### config.mk
export PLATFORM = sky130hd
export DESIGN_NAME = des_round_ctrl_flat
export DESIGN_NICKNAME = d
export VERILOG_FILES = /design/src/rtl/des_round_if.sv /design/src/rtl/des_round_ctrl.sv /design/src/flat_wrapper.sv
export SDC_FILE = /design/constraint.sdc
export NUM_CORES = 1
export LEC_CHECK = 0
export ABC_AREA = 1
export CAP_MARGIN = 20
export CORE_UTILIZATION = 49
export CTS_CLUSTER_SIZE = 14
export DETAILED_ROUTE_END_ITERATION = 10
export PLACE_DENSITY = 0.84
export RECOVER_POWER = 100
export SLEW_MARGIN = 30
export SYNTH_ARGS = -nofsm -noshare
export SYNTH_HDL_FRONTEND = slang
export SYNTH_SLANG_ARGS = --single-unit
### constraint.sdc
create_clock -name clk -period 1.9 [get_ports clk]
set_input_delay 0.38 -clock clk [delete_from_list [all_inputs] [get_ports clk]]
set_output_delay 0.38 -clock clk [all_outputs]
set_load 0.02 [all_outputs]
### src/rtl/des_round_if.sv
// Handshake and datapath-control bundle between a DES round controller and its requester/datapath.
interface des_round_if;
  logic        start_valid;
  logic        start_ready;
  logic        mode;
  logic        abort;
  logic        dp_load;
  logic        dp_round_en;
  logic [3:0]  dp_round_idx;
  logic [1:0]  dp_shift;
  logic        dp_shift_dir;
  logic        dp_final;
  logic        out_valid;
  logic        out_ready;
  logic        out_mode;
  logic        busy;
  logic [15:0] blk_count;

  modport master (
    output start_valid, mode, abort, out_ready,
    input  start_ready, dp_load, dp_round_en, dp_round_idx, dp_shift, dp_shift_dir,
           dp_final, out_valid, out_mode, busy, blk_count
  );

  modport slave (
    input  start_valid, mode, abort, out_ready,
    output start_ready, dp_load, dp_round_en, dp_round_idx, dp_shift, dp_shift_dir,
           dp_final, out_valid, out_mode, busy, blk_count
  );
endinterface

### src/rtl/des_round_ctrl.sv
// DES round sequencer: load, 16 Feistel rounds with key-rotate schedule, final capture, result hold.
module des_round_ctrl #(
  parameter int unsigned LOAD_CYCLES = 1
) (
  input logic        clk,
  input logic        rst,
  des_round_if.slave bus
);

  typedef enum logic [2:0] {S_IDLE, S_LOAD, S_ROUND, S_FINAL, S_HOLD} state_t;

  localparam logic [1:0] LOAD_M1 = 2'(LOAD_CYCLES - 1);

  state_t      state_q, state_d;
  logic [1:0]  load_cnt_q, load_cnt_d;
  logic [3:0]  round_idx_q, round_idx_d;
  logic        mode_q, mode_d;
  logic        dp_load_q, dp_load_d;
  logic        round_en_q, round_en_d;
  logic [1:0]  shift_q, shift_d;
  logic        shift_dir_q, shift_dir_d;
  logic        final_q, final_d;
  logic        out_valid_q, out_valid_d;
  logic        busy_q, busy_d;
  logic [15:0] blk_count_q, blk_count_d;
  logic        start_ready;
  logic        accept;
  logic        handshake;

  // Decrypt runs the key schedule backwards, so round 0 needs no rotation.
  function automatic logic [1:0] shift_of(input logic [3:0] idx, input logic dec);
    if (dec && idx == 4'd0) return 2'd0;
    if (idx == 4'd0 || idx == 4'd1 || idx == 4'd8 || idx == 4'd15) return 2'd1;
    return 2'd2;
  endfunction

  assign start_ready = ((state_q == S_IDLE) | ((state_q == S_HOLD) & bus.out_ready)) & ~bus.abort;
  assign accept      = bus.start_valid & start_ready;
  assign handshake   = out_valid_q & bus.out_ready;

  always_comb begin
    state_d     = state_q;
    load_cnt_d  = load_cnt_q;
    round_idx_d = '0;
    mode_d      = mode_q;
    if (bus.abort) begin
      state_d    = S_IDLE;
      load_cnt_d = '0;
    end else begin
      case (state_q)
        S_IDLE: if (accept) begin
          state_d    = S_LOAD;
          load_cnt_d = LOAD_M1;
          mode_d     = bus.mode;
        end
        S_LOAD: begin
          if (load_cnt_q == 2'd0) state_d = S_ROUND;
          else                    load_cnt_d = load_cnt_q - 2'd1;
        end
        S_ROUND: begin
          if (round_idx_q == 4'd15) state_d = S_FINAL;
          else                      round_idx_d = round_idx_q + 4'd1;
        end
        S_FINAL: state_d = S_HOLD;
        S_HOLD: if (bus.out_ready) begin
          if (accept) begin
            state_d    = S_LOAD;
            load_cnt_d = LOAD_M1;
            mode_d     = bus.mode;
          end else begin
            state_d = S_IDLE;
          end
        end
        default: state_d = S_IDLE;
      endcase
    end

    // Outputs are decoded from next state so they appear registered in the cycle they apply.
    dp_load_d   = (state_d == S_LOAD) && (state_q != S_LOAD);
    round_en_d  = (state_d == S_ROUND);
    shift_d     = 2'd0;
    shift_dir_d = 1'b0;
    if (state_d == S_ROUND) begin
      shift_d     = shift_of(round_idx_d, mode_d);
      shift_dir_d = mode_d;
    end
    final_d     = (state_d == S_FINAL);
    out_valid_d = (state_d == S_HOLD);
    busy_d      = (state_d != S_IDLE);
    blk_count_d = blk_count_q + {15'd0, handshake};
  end

  always_ff @(posedge clk or posedge rst) begin
    if (rst) begin
      state_q     <= S_IDLE;
      load_cnt_q  <= '0;
      round_idx_q <= '0;
      mode_q      <= 1'b0;
      dp_load_q   <= 1'b0;
      round_en_q  <= 1'b0;
      shift_q     <= '0;
      shift_dir_q <= 1'b0;
      final_q     <= 1'b0;
      out_valid_q <= 1'b0;
      busy_q      <= 1'b0;
      blk_count_q <= '0;
    end else begin
      state_q     <= state_d;
      load_cnt_q  <= load_cnt_d;
      round_idx_q <= round_idx_d;
      mode_q      <= mode_d;
      dp_load_q   <= dp_load_d;
      round_en_q  <= round_en_d;
      shift_q     <= shift_d;
      shift_dir_q <= shift_dir_d;
      final_q     <= final_d;
      out_valid_q <= out_valid_d;
      busy_q      <= busy_d;
      blk_count_q <= blk_count_d;
    end
  end

  assign bus.start_ready  = start_ready;
  assign bus.dp_load      = dp_load_q;
  assign bus.dp_round_en  = round_en_q;
  assign bus.dp_round_idx = round_idx_q;
  assign bus.dp_shift     = shift_q;
  assign bus.dp_shift_dir = shift_dir_q;
  assign bus.dp_final     = final_q;
  assign bus.out_valid    = out_valid_q;
  assign bus.out_mode     = mode_q;
  assign bus.busy         = busy_q;
  assign bus.blk_count    = blk_count_q;

endmodule
### src/flat_wrapper.sv
// flat-port wrapper written by rule: the top's interface ports become plain ports
module des_round_ctrl_flat 
#(
  parameter int unsigned LOAD_CYCLES = 1
)
  (clk, rst, bus_start_valid, bus_mode, bus_abort, bus_out_ready, bus_start_ready, bus_dp_load, bus_dp_round_en, bus_dp_round_idx, bus_dp_shift, bus_dp_shift_dir, bus_dp_final, bus_out_valid, bus_out_mode, bus_busy, bus_blk_count);
  des_round_if bus_i ();
  input logic clk;
  input logic rst;
  input wire logic [$bits(bus_i.start_valid)-1:0] bus_start_valid;
  input wire logic [$bits(bus_i.mode)-1:0] bus_mode;
  input wire logic [$bits(bus_i.abort)-1:0] bus_abort;
  input wire logic [$bits(bus_i.out_ready)-1:0] bus_out_ready;
  output wire logic [$bits(bus_i.start_ready)-1:0] bus_start_ready;
  output wire logic [$bits(bus_i.dp_load)-1:0] bus_dp_load;
  output wire logic [$bits(bus_i.dp_round_en)-1:0] bus_dp_round_en;
  output wire logic [$bits(bus_i.dp_round_idx)-1:0] bus_dp_round_idx;
  output wire logic [$bits(bus_i.dp_shift)-1:0] bus_dp_shift;
  output wire logic [$bits(bus_i.dp_shift_dir)-1:0] bus_dp_shift_dir;
  output wire logic [$bits(bus_i.dp_final)-1:0] bus_dp_final;
  output wire logic [$bits(bus_i.out_valid)-1:0] bus_out_valid;
  output wire logic [$bits(bus_i.out_mode)-1:0] bus_out_mode;
  output wire logic [$bits(bus_i.busy)-1:0] bus_busy;
  output wire logic [$bits(bus_i.blk_count)-1:0] bus_blk_count;
  assign bus_i.start_valid = bus_start_valid;
  assign bus_i.mode = bus_mode;
  assign bus_i.abort = bus_abort;
  assign bus_i.out_ready = bus_out_ready;
  assign bus_start_ready = bus_i.start_ready;
  assign bus_dp_load = bus_i.dp_load;
  assign bus_dp_round_en = bus_i.dp_round_en;
  assign bus_dp_round_idx = bus_i.dp_round_idx;
  assign bus_dp_shift = bus_i.dp_shift;
  assign bus_dp_shift_dir = bus_i.dp_shift_dir;
  assign bus_dp_final = bus_i.dp_final;
  assign bus_out_valid = bus_i.out_valid;
  assign bus_out_mode = bus_i.out_mode;
  assign bus_busy = bus_i.busy;
  assign bus_blk_count = bus_i.blk_count;
  des_round_ctrl #(.LOAD_CYCLES(LOAD_CYCLES)) u_core (.clk(clk), .rst(rst), .bus(bus_i));
endmodule
==> results.sh <==
export IMPL_status="finished, final reports clean"
export IMPL_cts_root_buf="clkbuf_4"
export IMPL_wire_per_inst_um=11.89
export IMPL_die_h_um=58.59
export IMPL_grt_overflow=0
export IMPL_num_io_pins=36
export IMPL_die_x_um=58.59
export IMPL_synthToLayoutAreaGrowth_pct=31.90
export IMPL_end_kind="primary output"
export IMPL_synth_distinct_cells=23
export IMPL_start_kind="flip-flop"
export IMPL_fillers=270
export IMPL_yosysSeqAreaShare_pct=54.23
export IMPL_cts_tree="yes"
export IMPL_ant_nets=0
export IMPL_syn_area_sq_um=1569
export IMPL_worstPathRequired_ns=1.52
export IMPL_worstMarginPinSlew_ns=0.8274
export IMPL_drive_gt1_share_pct=13.27
export IMPL_grt_setup_unrepaired="no"
export IMPL_startpoint="u_core.bus.blk_count[11]"
export IMPL_nets=221
export IMPL_endpoint="bus_blk_count[11]"
export IMPL_power_density_nw_per_um2=752.7
export IMPL_cts_sinks=34
export IMPL_avgSynthCellArea_sq_um=9.745
export IMPL_peakVddDrop_mv=0.6728
export IMPL_initial_utilization_pct=51.39
export IMPL_wl_met1_um=1280
export IMPL_seqCellArea_sq_um=850.8
export IMPL_ys_ff_latch=34
export IMPL_port_buffers=35
export IMPL_via_per_inst=4.859
export IMPL_reg2regPathDepth=10
export IMPL_syn_nets=171
export IMPL_grt_pass1_wl_um=5168
export IMPL_h_tree_depth=2
export IMPL_fin_setup_tns_ns=0
export IMPL_vias=1239
export IMPL_arrival_ns=1.44
export IMPL_wl_met2_um=1606
export IMPL_multiInputGateArea_sq_um=593.1
export IMPL_synthCells=161
export IMPL_final_common_cell="dfrtp_1"
export IMPL_path_cells="clkdlybuf4s50_1"
export IMPL_clock_path_buffers=2
export IMPL_r2r_slack_ns=0.25
export IMPL_final_cell_mix="dfrtp_1 (34), nand2_1 (29), inv_1 (20)"
export IMPL_holdBufCountCts=0
export IMPL_path_buf_inv=1
export IMPL_cp_depth=1
export IMPL_drc=0
export IMPL_period_share_pct=95.53
export IMPL_core_sq_um=3053
export IMPL_hold_path_class="flip-flop to flip-flop"
export IMPL_dieArea_sq_um=3432
export IMPL_grt_max_degree=35
export IMPL_dr_pass1_iters=4
export IMPL_p_total_mw=1.558
export IMPL_crit_family="buffers and inverters"
export IMPL_place_gp_congestion=0.8492
export IMPL_r2r_start="u_core.bus.out_valid"
export IMPL_period_needed_ns=1.815
export IMPL_dr_wl_met3_um=126
export IMPL_worstPathMaxFanout=5
export IMPL_critPathKind="flip-flop to primary output"
export IMPL_cts_clk_slew_worst_paths_ns=0.10
export IMPL_slew_headroom_pct=44.84
export IMPL_max_stage_delay_ns=0.65
export IMPL_row_count=20
export IMPL_timing_rr_end="u_core.bus.blk_count[14]"
export IMPL_drv_cap=0
export IMPL_fmax_ghz=0.5510
export IMPL_grt_pass1_vias=1239
export IMPL_n_antenna_cell=0
export IMPL_ys_warn_count=0
export IMPL_hpwlAfterDp_um=2214
export IMPL_antenna_found_initial=0
export IMPL_cts_buffers=5
export IMPL_slew_violations=0
export IMPL_clock_skew_ns=0.009783
export IMPL_leakage_nw=1.162
export IMPL_top_layer_used="met4"
export IMPL_setup_viol=0
export IMPL_clock_latency_ns=0.33
export IMPL_track_usage_pct=20.50
export IMPL_first_iter_violations=33
export IMPL_cp_slowest_cell="clkdlybuf4s50_1"
export IMPL_routed_wl_um=3033
export IMPL_hold_viol=0
[cells by family after synthesis]
group	after synthesis	synth area share, %
AO/OA/AOI/OAI	10	3.429
buffers and inverters	23	5.502
XOR/XNOR	14	7.815
AND/OR/NAND/NOR	76	25.84
flip-flops	34	54.23
adder cells (fa/ha/maj)	4	3.190
[stage by stage]
| step | utilization (%) | setup slack, ns | hold slack [ns] | area (sq um) | cells |
|---|---|---|---|---|---|
| finish | 67.79 | 0.08498 | 0.4744 | 2069 | 255 |
| global placement | 66.64 | -0.1959 | 0.4603 | 2034 | 248 |
| detailed placement | 66.64 | -0.2803 | 0.4657 | 2034 | 248 |
| CTS | 69.26 | 0.05169 | 0.4282 | 2115 | 255 |
| global route | 67.79 | 0.01393 | 0.4868 | 2069 | 255 |
| floorplan | - | 0.2479 | 0.5075 | 1569 | 161 |
[per-layer routing]
metal	track usage [%]	vias up
met5	0	-
met4	10.20	0
met3	5.055	2
met2	35.47	31
met1	23.76	597
li1	-	609
[cell usage after synthesis, drive strengths merged]
cell | instances | area share, %
nand3b | 1 | 0.48
xnor2 | 5 | 2.8
xor2 | 9 | 5.0
nand2 | 37 | 11
ha | 4 | 3.2
a21oi | 3 | 0.96
dfrtp | 34 | 54
inv | 23 | 5.5
nand3 | 8 | 3.2
nor3 | 4 | 2.3
o21ai | 7 | 2.5
nor2 | 21 | 7.1
nand4 | 5 | 2.0
[flip-flops by register name, summed over array words and instances, names as in the netlist]
name and cells:
u_core.bus.blk_count 16, u_core.bus.out_valid 1, u_core.state_q 3, u_core.bus.dp_load 1, u_core.bus.dp_shift_dir 1, u_core.load_cnt_q 2, u_core.bus.dp_round_idx 4, u_core.bus.dp_shift 2
u_core.bus.busy 1, u_core.bus.out_mode 1, u_core.bus.dp_final 1, u_core.bus.dp_round_en 1
[worst min path at each step]
stage                                         from                       end  slack, ns  depth (start not counted)
final                     u_core.bus.blk_count[15]  u_core.bus.blk_count[15]       0.47                          1
after global routing                 bus_out_ready   u_core.bus.blk_count[0]       0.49                          4
after CTS                                      rst   u_core.bus.blk_count[8]       0.43                          3
after detailed placement  u_core.bus.blk_count[15]  u_core.bus.blk_count[15]       0.47                          1
after global placement    u_core.bus.blk_count[15]  u_core.bus.blk_count[15]       0.46                          1
after floorplan               u_core.load_cnt_q[1]      u_core.load_cnt_q[1]       0.51                          2
[final cells by class]
| cell class | count | area share (%) |
|---|---|---|
| sequential | 34 | 41.11 |
| multi-input combinational | 104 | 28.66 |
| timing repair buffer | 43 | 19.47 |
| inverter | 23 | 4.172 |
| tap | 44 | 2.660 |
| clock buffer | 6 | 2.479 |
| clock inverter | 1 | 1.451 |
[report_power, final]
part	leakage [nW]	switching (mW)	internal, mW
sequential	0.462	0.0275	0.765
clock	0.0443	0.231	0.306
combinational	0.656	0.134	0.0936
total	1.16	0.393	1.16
[repair_timing]
item                       4_1_cts  5_1_grt
pin swaps                        0        0
resized for setup                1        2
setup endpoints to repair        1        2
buffers inserted                 0        0
hold endpoints to repair         0        0
Note: power is estimated with default switching activity, not from simulation.
